<file path="src/rtl/key_pkg.sv">
// Shared definitions for the keypad time-entry front end: key codes,
// one-hot entry state encoding, BCD range limits and a digit-position helper.
package key_pkg;

  localparam logic [3:0] KEY_EDIT    = 4'hA;
  localparam logic [3:0] KEY_CONFIRM = 4'hB;
  localparam logic [3:0] KEY_BKSP    = 4'hC;
  localparam logic [3:0] KEY_CANCEL  = 4'hD;

  localparam logic [7:0] BCD_HOUR_MAX = 8'h23;
  localparam logic [3:0] BCD_TENS_MAX = 4'h5;

  localparam logic [2:0] DIGITS_FULL = 3'd6;

  typedef enum logic [2:0] {
    ST_IDLE  = 3'b001,
    ST_EDIT  = 3'b010,
    ST_CHECK = 3'b100
  } state_e;

  // Bit offset of digit slot 'pos' in the {H1,H0,M1,M0,S1,S0} buffer; slot 0 is H1.
  function automatic logic [4:0] digit_shift(input logic [2:0] pos);
    return 5'd20 - {pos, 2'b00};
  endfunction

endpackage

</file>
<file path="src/rtl/key_time_entry_bcd_check.sv">
// Combinational range check of a 24-bit HH:MM:SS BCD value.
// Digits are assumed to be 0-9; only the hour pair and the tens of
// minutes/seconds need bounding. Shared with the alarm-set path.
module time_bcd_check
  import key_pkg::*;
(
  input  logic [23:0] bcd_i,
  output logic        pass_o
);

  assign pass_o = (bcd_i[23:16] <= BCD_HOUR_MAX) &&
                  (bcd_i[15:12] <= BCD_TENS_MAX) &&
                  (bcd_i[7:4]   <= BCD_TENS_MAX);

endmodule

</file>
<file path="src/rtl/key_time_entry.sv">
// Keypad time-setting front end: gathers six BCD digits from single-cycle
// key strobes, range-checks them on confirm and issues a one-cycle load.
// Optional feature: KEY_TIME_ENTRY_TIMEOUT_EN adds an idle auto-cancel in EDIT.
module key_time_entry
  import key_pkg::*;
#(
  parameter int unsigned TIMEOUT_CYCLES = 32'd500_000_000
) (
  input  logic        CLK,
  input  logic        nRST,
  input  logic [3:0]  KEY_Value,
  input  logic        Value_en,
  output logic        EDIT_ACTIVE,
  output logic [23:0] ENTRY_BCD,
  output logic [2:0]  DIGIT_CNT,
  output logic        SET_EN,
  output logic [23:0] SET_TIME,
  output logic        ERR
);

  state_e      state_q, state_d;
  logic [23:0] entry_q, entry_d;
  logic [2:0]  cnt_q, cnt_d;
  logic        set_en_q, set_en_d;
  logic        err_q, err_d;
  logic [23:0] set_time_q, set_time_d;
  logic        edit_active_q, edit_active_d;
  logic        pass_s;
  logic [4:0]  wr_shift_s;
  logic [4:0]  bs_shift_s;

  time_bcd_check u_check (
    .bcd_i  (entry_q),
    .pass_o (pass_s)
  );

  assign wr_shift_s = digit_shift(cnt_q);
  assign bs_shift_s = digit_shift(cnt_q - 3'd1);

`ifdef KEY_TIME_ENTRY_TIMEOUT_EN
  localparam logic [28:0] TMO_LAST = 29'(TIMEOUT_CYCLES - 32'd1);
  logic [28:0] tmo_q, tmo_d;
`else
  logic unused_timeout_s;
  assign unused_timeout_s = (TIMEOUT_CYCLES != 32'd0);
`endif

  // Next-state, buffer editing and strobe generation.
  always_comb begin
    state_d    = state_q;
    entry_d    = entry_q;
    cnt_d      = cnt_q;
    set_en_d   = 1'b0;
    err_d      = 1'b0;
    set_time_d = set_time_q;
`ifdef KEY_TIME_ENTRY_TIMEOUT_EN
    tmo_d      = 29'd0;
`endif
    case (state_q)
      ST_IDLE: begin
        if (Value_en && (KEY_Value == KEY_EDIT)) begin
          state_d = ST_EDIT;
          entry_d = 24'd0;
          cnt_d   = 3'd0;
        end else begin
          state_d = ST_IDLE;
        end
      end
      ST_EDIT: begin
        if (Value_en) begin
          if (KEY_Value <= 4'h9) begin
            if (cnt_q < DIGITS_FULL) begin
              entry_d = (entry_q & ~(24'hF << wr_shift_s)) |
                        ({20'd0, KEY_Value} << wr_shift_s);
              cnt_d   = cnt_q + 3'd1;
            end else begin
              cnt_d = cnt_q;
            end
          end else begin
            case (KEY_Value)
              KEY_EDIT: begin
                entry_d = 24'd0;
                cnt_d   = 3'd0;
              end
              KEY_CONFIRM: state_d = ST_CHECK;
              KEY_BKSP: begin
                if (cnt_q != 3'd0) begin
                  entry_d = entry_q & ~(24'hF << bs_shift_s);
                  cnt_d   = cnt_q - 3'd1;
                end else begin
                  cnt_d = cnt_q;
                end
              end
              KEY_CANCEL: begin
                state_d = ST_IDLE;
                entry_d = 24'd0;
                cnt_d   = 3'd0;
              end
              default: state_d = ST_EDIT;
            endcase
          end
        end else begin
`ifdef KEY_TIME_ENTRY_TIMEOUT_EN
          // Idle cycle in EDIT: count toward auto-cancel.
          if (tmo_q == TMO_LAST) begin
            state_d = ST_IDLE;
            entry_d = 24'd0;
            cnt_d   = 3'd0;
          end else begin
            tmo_d = tmo_q + 29'd1;
          end
`else
          state_d = ST_EDIT;
`endif
        end
      end
      ST_CHECK: begin
        // Key strobes arriving here are deliberately dropped.
        entry_d = 24'd0;
        cnt_d   = 3'd0;
        if (pass_s && (cnt_q == DIGITS_FULL)) begin
          set_time_d = entry_q;
          set_en_d   = 1'b1;
          state_d    = ST_IDLE;
        end else begin
          err_d   = 1'b1;
          state_d = ST_EDIT;
        end
      end
      default: begin
        state_d = ST_IDLE;
        entry_d = 24'd0;
        cnt_d   = 3'd0;
      end
    endcase
    edit_active_d = (state_d != ST_IDLE);
  end

  // State and registered outputs, asynchronously cleared by nRST.
  always_ff @(posedge CLK or negedge nRST) begin
    if (!nRST) begin
      state_q       <= ST_IDLE;
      entry_q       <= 24'd0;
      cnt_q         <= 3'd0;
      set_en_q      <= 1'b0;
      err_q         <= 1'b0;
      set_time_q    <= 24'd0;
      edit_active_q <= 1'b0;
    end else begin
      state_q       <= state_d;
      entry_q       <= entry_d;
      cnt_q         <= cnt_d;
      set_en_q      <= set_en_d;
      err_q         <= err_d;
      set_time_q    <= set_time_d;
      edit_active_q <= edit_active_d;
    end
  end

`ifdef KEY_TIME_ENTRY_TIMEOUT_EN
  // Idle-timeout counter; held at zero outside EDIT by the next-state logic.
  always_ff @(posedge CLK or negedge nRST) begin
    if (!nRST) begin
      tmo_q <= 29'd0;
    end else begin
      tmo_q <= tmo_d;
    end
  end
`endif

  assign EDIT_ACTIVE = edit_active_q;
  assign ENTRY_BCD   = entry_q;
  assign DIGIT_CNT   = cnt_q;
  assign SET_EN      = set_en_q;
  assign SET_TIME    = set_time_q;
  assign ERR         = err_q;

endmodule

</file>
<file path="config.mk">
export PLATFORM = sky130hd
export DESIGN_NAME = key_time_entry
export DESIGN_NICKNAME = d
export VERILOG_FILES = /design/src/rtl/key_pkg.sv /design/src/rtl/key_time_entry_bcd_check.sv /design/src/rtl/key_time_entry.sv
export SDC_FILE = /design/constraint.sdc
export NUM_CORES = 1
export LEC_CHECK = 0
export BUFFER_PORTS_ARGS = -buffer_cell sky130_fd_sc_hd__buf_4
export CORE_MARGIN = 1
export CORE_UTILIZATION = 50
export DETAILED_ROUTE_END_ITERATION = 6
export GPL_TIMING_DRIVEN = 0
export PLACE_DENSITY = 0.82
export REMOVE_ABC_BUFFERS = 1
export SYNTH_ARGS = -nofsm -noshare
export SYNTH_HDL_FRONTEND = slang
export SYNTH_SLANG_ARGS = --single-unit
</file>
<file path="constraint.sdc">
create_clock -name CLK -period 2.69 [get_ports CLK]
set_input_delay 0.1345 -clock CLK [delete_from_list [all_inputs] [get_ports CLK]]
set_output_delay 0.1345 -clock CLK [all_outputs]
set_load 0.005 [all_outputs]
</file>
### After elaboration in Yosys (flattened, before gate mapping)

Cells that the tools add are included.

* $add $sub $neg: 4
* order comparisons: 5
* equal/unequal tests: 14
* shift operators: 3
* muxes and demuxes: 24
* bitwise gates (word level): 5
* reduce and logical (&&, ||, !) cells: 9

Operators by type and width (number)
* $mux 24: 5
* $pmux 24 s2: 2
* $and 24x24->24: 2
* $not 24->24: 2
* $shl 4x5->24 const A: 2
* $or 24x24->24: 1
* $shl 4x5->24: 1
* $mux 3: 7
* $pmux 3 s3: 2
* $eq 4x4->1 const B: 4
* $pmux 3 s2: 2
* $sub 5x5->5 const A: 2
* $le 4x3->1 const B: 2
* $le 8x6->1 const B: 1
* $eq 3x3->1 const B: 2
* $reduce_and 5->1: 1
* $le 4x4->1 const B: 1
* $logic_and 1x1->1: 4
* $mux 1: 4
* $mux 2: 2
* $ne 2x2->1 const B: 2
* $ne 4x3->1 const B: 1
* $ne 4x4->1 const B: 1
* $reduce_or 2->1: 2
* 9 further kinds: 9

* register bits: 57
* bits of input ports: 7
* output and inout bits: 54
* logic and storage cells: 71

### Logic depth before layout (Yosys ltp)

Gate-level depths: netlist of the first run.

* depth in word-level cells: 10
* gate-level depth with buffers: 8
* gate-level depth less buffers: 7

### Hierarchy

From an unflattened synthesis of the first run, not the netlist that was laid out.

* cells, all modules: 237
* area, all modules: 2867.8 µm²

By module, submodules not included
* key_time_entry: instances 1, cells each 233, area an instance 2840.2 µm², seq. area each 1427.6 µm²
* time_bcd_check: instances 1, cells each 4, area an instance 27.5 µm², seq. area each 0.0 µm²

### Worst setup path after synthesis of the first run

No wires, ideal clock.

* path kind: register to register
* from: register cnt_q[0] (netlist: DIGIT_CNT[0])
* to: register entry_q[23] (netlist: ENTRY_BCD[23])
* library setup time: 140 ps
* arrival: 1989 ps
* setup slack: 561 ps
* cell stages (with the launch flop): 9
* path buffers: 1
* period minus slack after synthesis: 2129 ps
* path through: dfrtp_1 -> inv_1 -> ha_1 -> ha_1 -> nand4b_1 -> a21oi_1 -> a221oi_4 -> buf_6 -> o221ai_1

* word-level cells in the longest chain between the ends: 10

RTL lines
* from (decl): RTL line key_time_entry.sv:23 `logic [2:0] cnt_q, cnt_d;`
* from (signal assigned): RTL line key_time_entry.sv:152 `cnt_q <= cnt_d;`
* $sub 3x1->3: RTL line key_time_entry.sv:38 `assign bs_shift_s = digit_shift(cnt_q - 3'd1);`
* $sub 5x5->5: RTL line key_pkg.sv:23 `return 5'd20 - {pos, 2'b00};`
* $shl 4x5->24: RTL line key_time_entry.sv:88 `entry_d = entry_q & ~(24'hF << bs_shift_s);`
* $not 24->24: RTL line key_time_entry.sv:88
* $and 24x24->24: RTL line key_time_entry.sv:88
* $mux 24: RTL line key_time_entry.sv:87 `if (cnt_q != 3'd0) begin`
* $pmux 24 s2: RTL line key_time_entry.sv:80 `case (KEY_Value)`
* $mux 24: RTL line key_time_entry.sv:71 `if (KEY_Value <= 4'h9) begin`
* $mux 24: RTL line key_time_entry.sv:70 `if (Value_en) begin`
* $pmux 24 s2: RTL line key_time_entry.sv:59 `case (state_q)`
* to (signal assigned): RTL line key_time_entry.sv:151 `entry_q <= entry_d;`
* to (decl): RTL line key_time_entry.sv:22 `logic [23:0] entry_q, entry_d;`

Parallel ways exist; a longest one is shown, timed or not. The select of a mux whose other input is x is not followed.
A chain may end at the register's enable or synchronous reset.

### Worst setup path after layout of the first run

* from: register cnt_q[1] (netlist: DIGIT_CNT[1])
* to: register entry_q[15] (netlist: ENTRY_BCD[15])

Same word-level chain as after synthesis.

==> results of run 1 <==
metal layers:
layer,vias to the layer above,share of wire,GRT usage
met5,-,0,0
met3,19,0.066,0.0609
met2,114,0.49,0.404
li1,1248,-,-
met4,0,0.016,0.160
met1,1408,0.43,0.363
power by group through the flow:
| stage | clock network (W) | registers [W] | logic, W |
|---|---|---|---|
| global route | 0.000783 | 0.000877 | 0.000142 |
| detailed placement | 0 | 0.000892 | 0.000120 |
| finish | 0.000739 | 0.000877 | 0.000131 |
| global placement | 0 | 0.000891 | 0.000116 |
| CTS | 0.000745 | 0.000876 | 0.000126 |
| floorplan | 0 | 0.000890 | 0.0000566 |
sequential cells by signal, indices dropped and copies added (netlist names):
signal / cells
ENTRY_BCD: 24
SET_TIME: 24
DIGIT_CNT: 3
state_q: 3
EDIT_ACTIVE: 1
ERR: 1
SET_EN: 1
synth_stat cells (all sizes together) (3+ instances only):
| master | count |
|---|---|
| nor3 | 3 |
| o221ai | 25 |
| a2111oi | 6 |
| and2 | 5 |
| nand2b | 8 |
| ha | 8 |
| nand3 | 3 |
| nand4 | 3 |
| a22oi | 24 |
| o21ai | 46 |
| clkbuf | 11 |
| dfrtp | 56 |
| nand2 | 32 |
| nor2 | 5 |
| inv | 29 |
| buf | 6 |
what timing repair did:
item,in CTS,in global routing
setup endpoints to repair,53,46
pin swaps,2,2
resized for setup,3,3
hold buffers,1,0
cloned,2,0
hold endpoints to repair,56,0
setup buffers,1,3
final timing paths:
path,from,end,slack (ns)
hold / removal,Value_en,state_q[2],0.14
max in group asynchronous,nRST,DIGIT_CNT[0],1.80
setup reg to reg,DIGIT_CNT[1],ENTRY_BCD[15],0.11
min in group asynchronous,nRST,EDIT_ACTIVE,0.38
setup / recovery,DIGIT_CNT[1],ENTRY_BCD[15],0.11
hold reg to reg,SET_TIME[15],SET_TIME[15],0.48
logic make-up after synthesis:
kind of cell,after synthesis
xor+xnor,2
simple gates,73
mux,1
buf+inv,46
flops,57
compound gates,116
fa+ha+maj,8
stage by stage:
stage	instance area [um^2]	setup WS (ns)
after CTS	3680	0.0348
final	3730	0.114
after global placement	3440	-0.260
after floorplan	2900	0.334
after detailed placement	3440	-0.305
after global routing	3730	0.000465
placed cells by master (no fill, tap or decap), types with 2 or more instances in the layout:
cell	instances
nand4_1	4
inv_1	29
and2_1	5
clkbuf_8	12
ha_1	8
and3_1	2
nand3_1	2
o211ai_1	2
nand2b_1	8
a221oi_4	2
nor3_1	3
buf_4	64
nand2_1	32
o221ai_1	25
a2111oi_2	5
a21o_1	2
nor2b_1	2
nor2_1	5
o21ai_0	45
a22oi_1	24
dfrtp_1	55
critical path: stages, from the launching register on:
cell,delay [ns]
dfrtp_1,0.55
inv_1,0.20
ha_1,0.26
ha_1,0.19
nand4b_1,0.15
a21oi_2,0.15
a221oi_4,0.72
o221ai_1,0.20
final cells by class:
| type | instances | area share |
|---|---|---|
| Multi-Input combinational cell | 202 | 0.383 |
| Clock inverter | 2 | 0.00336 |
| Clock buffer | 13 | 0.0453 |
| Timing Repair Buffer | 65 | 0.132 |
| Sequential cell | 57 | 0.383 |
| Tap cell | 72 | 0.0242 |
| Inverter | 29 | 0.0292 |
==> metrics.txt, run 1 <==
worst clock skew=0.00698 ns; die area=6290 um^2; PwrDens=469 nW/um^2; share of cells above drive strength 1=0.258; CP Launch Type=flip-flop; Synth Area in Compound Gates=0.287; Routed Antenna Nets=0; initial cell density of the core=0.529; Fin Setup TNS=0 ns; Vias/cell=6.34; nets=379; TritonCTS clock tree=yes; Async SR Flop Fraction=1.00; cell count after synthesis=303; worst hold path class=primary input to flip-flop; Simple-Gate Fraction of Synth Area=0.128; P_sw=0.000434 W; final WL=8.06 mm; area share of the largest cell type after synthesis=0.469; fillers=443; Tcrit/Tclk final=0.957; gpl congestion=0.878; Syn-to-layout area delta=24.8%; fmax=388 MHz; Die Span X=79.3 um; leading area contributor after synthesis=dfrtp_1; Req. time, crit path=2.89 ns; Sw Ratio=0.248; Int Power=0.00131 W; worst slew pin tran=0.931 ns; Unique masters post-synth=46; initial antenna violation count=0; Hold Fails Final Rpt=0; Yosys reg bits=57; Clock power frac=0.423; area of the core=5640 um^2; DP HPWL=4.92 mm; Relative slew margins=0.361; Synth Area per Inst=9.86 um^2; sequential area share after synthesis=0.478; hold depth=3; maximum number of pins on one net before global-route repair=58; IO Pins=61; Clock Pin Slew Worst Setup and Hold Paths=0.06 ns; synth warn=0; area of the multi-input gates=1430 um^2; clk_lat worst skew=0.34 ns; fin util=0.660; largest family of logic cells by synthesized area=compound AO/OA/AOI/OAI gates; non-filler cells, final=440; CTS Sinks=57; via count=2,789; htree depth=3; first-pass GRT wire length=12.9 mm; IO buf count=60; max_cap viols=0; Crit Path Max Fanout=13; n_diodes=0; FF-to-FF path depth=7; Synth area leaders=dfrtp_1 47%, o21ai_0 7.5%, o221ai_1 7.3%, a22oi_1 6.0%, nand2_1 4.0%; Leakage=1.63 nW; final setup violating endpoints=0; clock root buffer=clkbuf_8; total grt overflow=0; number of CTS-inserted buffers=9; Die Span Y=79.3 um; top_reg_cell synth=dfrtp_1; sequential fraction of design power=0.502; Residual DRC=0; max-slew violations=0; Arrival @ worst endpoint=2.77 ns; Row Count=27; status=completed; Register Area=1430 um^2; total power=0.00175 W; DRT iter0 DRCs=270; Avg WL per Cell=18.3 um; Post-synth EDFFs=0; XOR/XNOR Fraction of Synth Area=0.00587; Tot GR Track Use=0.272; DRT Pass-1 Iters=5; vias in the first global route=2,599; crit end category=flip-flop; CTS max path bufs=2; Comb pwr share=0.075; Mapped Area=2990 um^2; Crit Path Class=flip-flop to flip-flop; dpl cells=418; mux contribution to synthesized area=0.00335; Synth Area in Adders=0.0335; RSZ-0062 raised after global routing=no; hold_ws=0.137 ns; Worst VDD drop=231 uV; Final Critical Period=2.58 ns
Power figures use the tool's default switching activity.
==> run 2: changes to the inputs <==
--- a/config.mk
+++ b/config.mk
@@ -6,7 +6,7 @@
 export NUM_CORES = 1
 export LEC_CHECK = 0
 export BUFFER_PORTS_ARGS = -buffer_cell sky130_fd_sc_hd__buf_4
-export CORE_MARGIN = 1
+export CORE_MARGIN = 8
 export CORE_UTILIZATION = 50
 export DETAILED_ROUTE_END_ITERATION = 6
 export GPL_TIMING_DRIVEN = 0
==> run 2 against run 1 <==
  * Via count fell by 4.1%
  * Critical endpoint is now ENTRY_BCD[9]
  * Cell area barely moved
  * Largest cell class unchanged
  * Sequential power barely moved
  * Largest power group unchanged
  * Critical path depth did not move
==> metrics.txt, run 2 (synthesized netlist as in run 1, its figures left out) <==
TritonCTS clock tree=yes (unchanged); Row Count=28 (was 27); CTS Sinks=57 (unchanged); fillers=478 (was 443); DRT Pass-1 Iters=4 (was 5); clock root buffer=clkbuf_8 (unchanged); Routed Antenna Nets=0 (unchanged); PwrDens=471 nW/um^2 (was 469 nW/um^2); IO Pins=61 (unchanged); Avg WL per Cell=18.6 um (was 18.3 um); Syn-to-layout area delta=24.7% (was 24.8%); Highest Signal Layer=met4 (unchanged); Tcrit/Tclk final=0.968 (was 0.957); fmax=384 MHz (was 388 MHz); maximum number of pins on one net before global-route repair=58 (unchanged); CP peak stage delay=0.65 ns (was 0.72 ns); IO buf count=60 (unchanged); die area=8700 um^2 (was 6290 um^2); Relative slew margins=0.436 (was 0.361); Tot GR Track Use=0.199 (was 0.272); share of cells above drive strength 1=0.248 (was 0.258); Leakage=1.64 nW (was 1.63 nW); max-slew violations=0 (unchanged); CP Launch Type=flip-flop (unchanged); Final WS setup=0.0871 ns (was 0.114 ns); commonest cells after routing, fill and taps aside=65 x buf_4, 56 x dfrtp_1, 45 x o21ai_0 (was 64 x buf_4, 55 x dfrtp_1, 45 x o21ai_0); routed length on met2=3.85 mm (was 3.93 mm); CP delay by family, top=compound AO/OA/AOI/OAI gates (unchanged); max_cap viols=0 (unchanged); CP Cell Sequence=inv_1 -> ha_1 -> ha_1 -> xor2_1 -> a2111oi_2 -> nand2_1 -> o221ai_1 (was inv_1 -> ha_1 -> ha_1 -> nand4b_1 -> a21oi_2 -> a221oi_4 -> o221ai_1); clk_lat worst skew=0.34 ns (about the same); Final Critical Period=2.60 ns (was 2.58 ns); via count=2,676 (was 2,789); Hold Fails Final Rpt=0 (unchanged); htree depth=3 (unchanged); DP HPWL=5.29 mm (was 4.92 mm); Worst VDD drop=242 uV (was 231 uV); CP dominant cell by count=ha_1 (unchanged); Residual DRC=0 (unchanged); status=completed (unchanged); CP bufs+invs=1 (unchanged); pre-CTS WS=-0.209 ns (was -0.305 ns); met3 WL=654 um (was 529 um); Die Span X=93.3 um (was 79.3 um); n_diodes=0 (unchanged); total grt overflow=0 (unchanged); Die Span Y=93.3 um (was 79.3 um); nets=381 (was 379); Vias/cell=6.05 (was 6.34); post-route cell area=3720 um^2 (was 3730 um^2); initial cell density of the core=0.510 (was 0.529); Post-DP Area=3450 um^2 (was 3440 um^2); total power=0.00175 W (about the same); crit end category=flip-flop (unchanged); first-pass GRT wire length=13.7 mm (was 12.9 mm); CTS max path bufs=2 (unchanged); worst clock skew=0.00751 ns (was 0.00698 ns); area of the core=5850 um^2 (was 5640 um^2); initial antenna violation count=0 (unchanged); most common cell after layout, fill and taps aside=buf_4 (unchanged); vias in the first global route=2,676 (was 2,599); DRT iter0 DRCs=217 (was 270); gpl congestion=0.885 (was 0.878); Crit Path Class=flip-flop to flip-flop (unchanged); slowest library cell on the worst path=a2111oi_2 (was a221oi_4); final WL=8.24 mm (was 8.06 mm); number of CTS-inserted buffers=9 (unchanged); met1 WL=3.55 mm (was 3.47 mm); Arrival @ worst endpoint=2.84 ns (was 2.77 ns); Req. time, crit path=2.93 ns (was 2.89 ns); worst hold path class=primary input to flip-flop (unchanged); Clock Pin Slew Worst Setup and Hold Paths=0.06 ns (about the same); RSZ-0062 raised after global routing=yes (was no); Crit Path Max Fanout=9 (was 13); worst slew pin tran=0.822 ns (was 0.931 ns); final setup violating endpoints=0 (unchanged)
[run 2: final timing paths]
| check | from | endpoint | slack, ns | cells past startpoint |
|---|---|---|---|---|
| setup / recovery | DIGIT_CNT[0] | ENTRY_BCD[9] | 0.09 | 7 |
| hold / removal | Value_en | state_q[2] | 0.14 | 3 |
| setup reg to reg | DIGIT_CNT[0] | ENTRY_BCD[9] | 0.09 | 7 |
| hold reg to reg | SET_TIME[7] | SET_TIME[7] | 0.49 | 1 |
| max in group asynchronous | nRST | DIGIT_CNT[1] | 1.82 | 2 |
| min in group asynchronous | nRST | SET_TIME[23] | 0.39 | 2 |
[run 2: cell type report]
class	instances	area, um^2	area share
sequential	57	1430	0.383
multi-input combinational	202	1400	0.377
timing repair buffer	67	518	0.139
clock buffer	11	141	0.0380
inverter	29	109	0.0292
tap	75	93.8	0.0252
clock inverter	1	30.0	0.00806
[run 2: per-stage QoR]
stage | std cells | hold WS, ns | TNS, ns | util
after floorplan | 286 | -0.161 | 0 | -
after global placement | 421 | 0.235 | -6.95 | 0.589
after detailed placement | 421 | 0.243 | -7.48 | 0.589
after CTS | 437 | 0.132 | 0 | 0.628
after global routing | 442 | 0.169 | -0.386 | 0.636
final | 442 | 0.142 | 0 | 0.636
[run 2: repair_timing]
| action | 4_1_cts | 5_1_grt |
|---|---|---|
| hold endpoints to repair | 56 | 0 |
| resized for setup | 2 | 0 |
| pin swaps | 2 | 3 |
| buffers inserted | 1 | 5 |
| gates cloned | 2 | 0 |
| endpoints found under the setup margin | 54 | 36 |
| hold buffers | 1 | 0 |
[run 2: where the power goes]
group / internal, W / total (W) / switching [W] / leakage, nW
combinational: 0.0000465 / 0.000130 / 0.0000835 / 0.762
sequential: 0.000866 / 0.000876 / 0.0000107 / 0.792
clock: 0.000432 / 0.000747 / 0.000315 / 0.0872
[run 2: per-layer routing]
metal | global-route usage | vias to the layer above
met2 | 0.305 | 102
met4 | 0.115 | 0
li1 | - | 1252
met3 | 0.0441 | 21
met1 | 0.254 | 1301
met5 | 0 | -
[run 2: worst reg2reg max path: cells and delay by family (launching register included)]
kind	cells	cell delay [ns]
flops	1	0.53
buf+inv	1	0.24
compound gates	2	0.75
simple gates	1	0.13
xor+xnor	1	0.23
fa+ha+maj	2	0.62
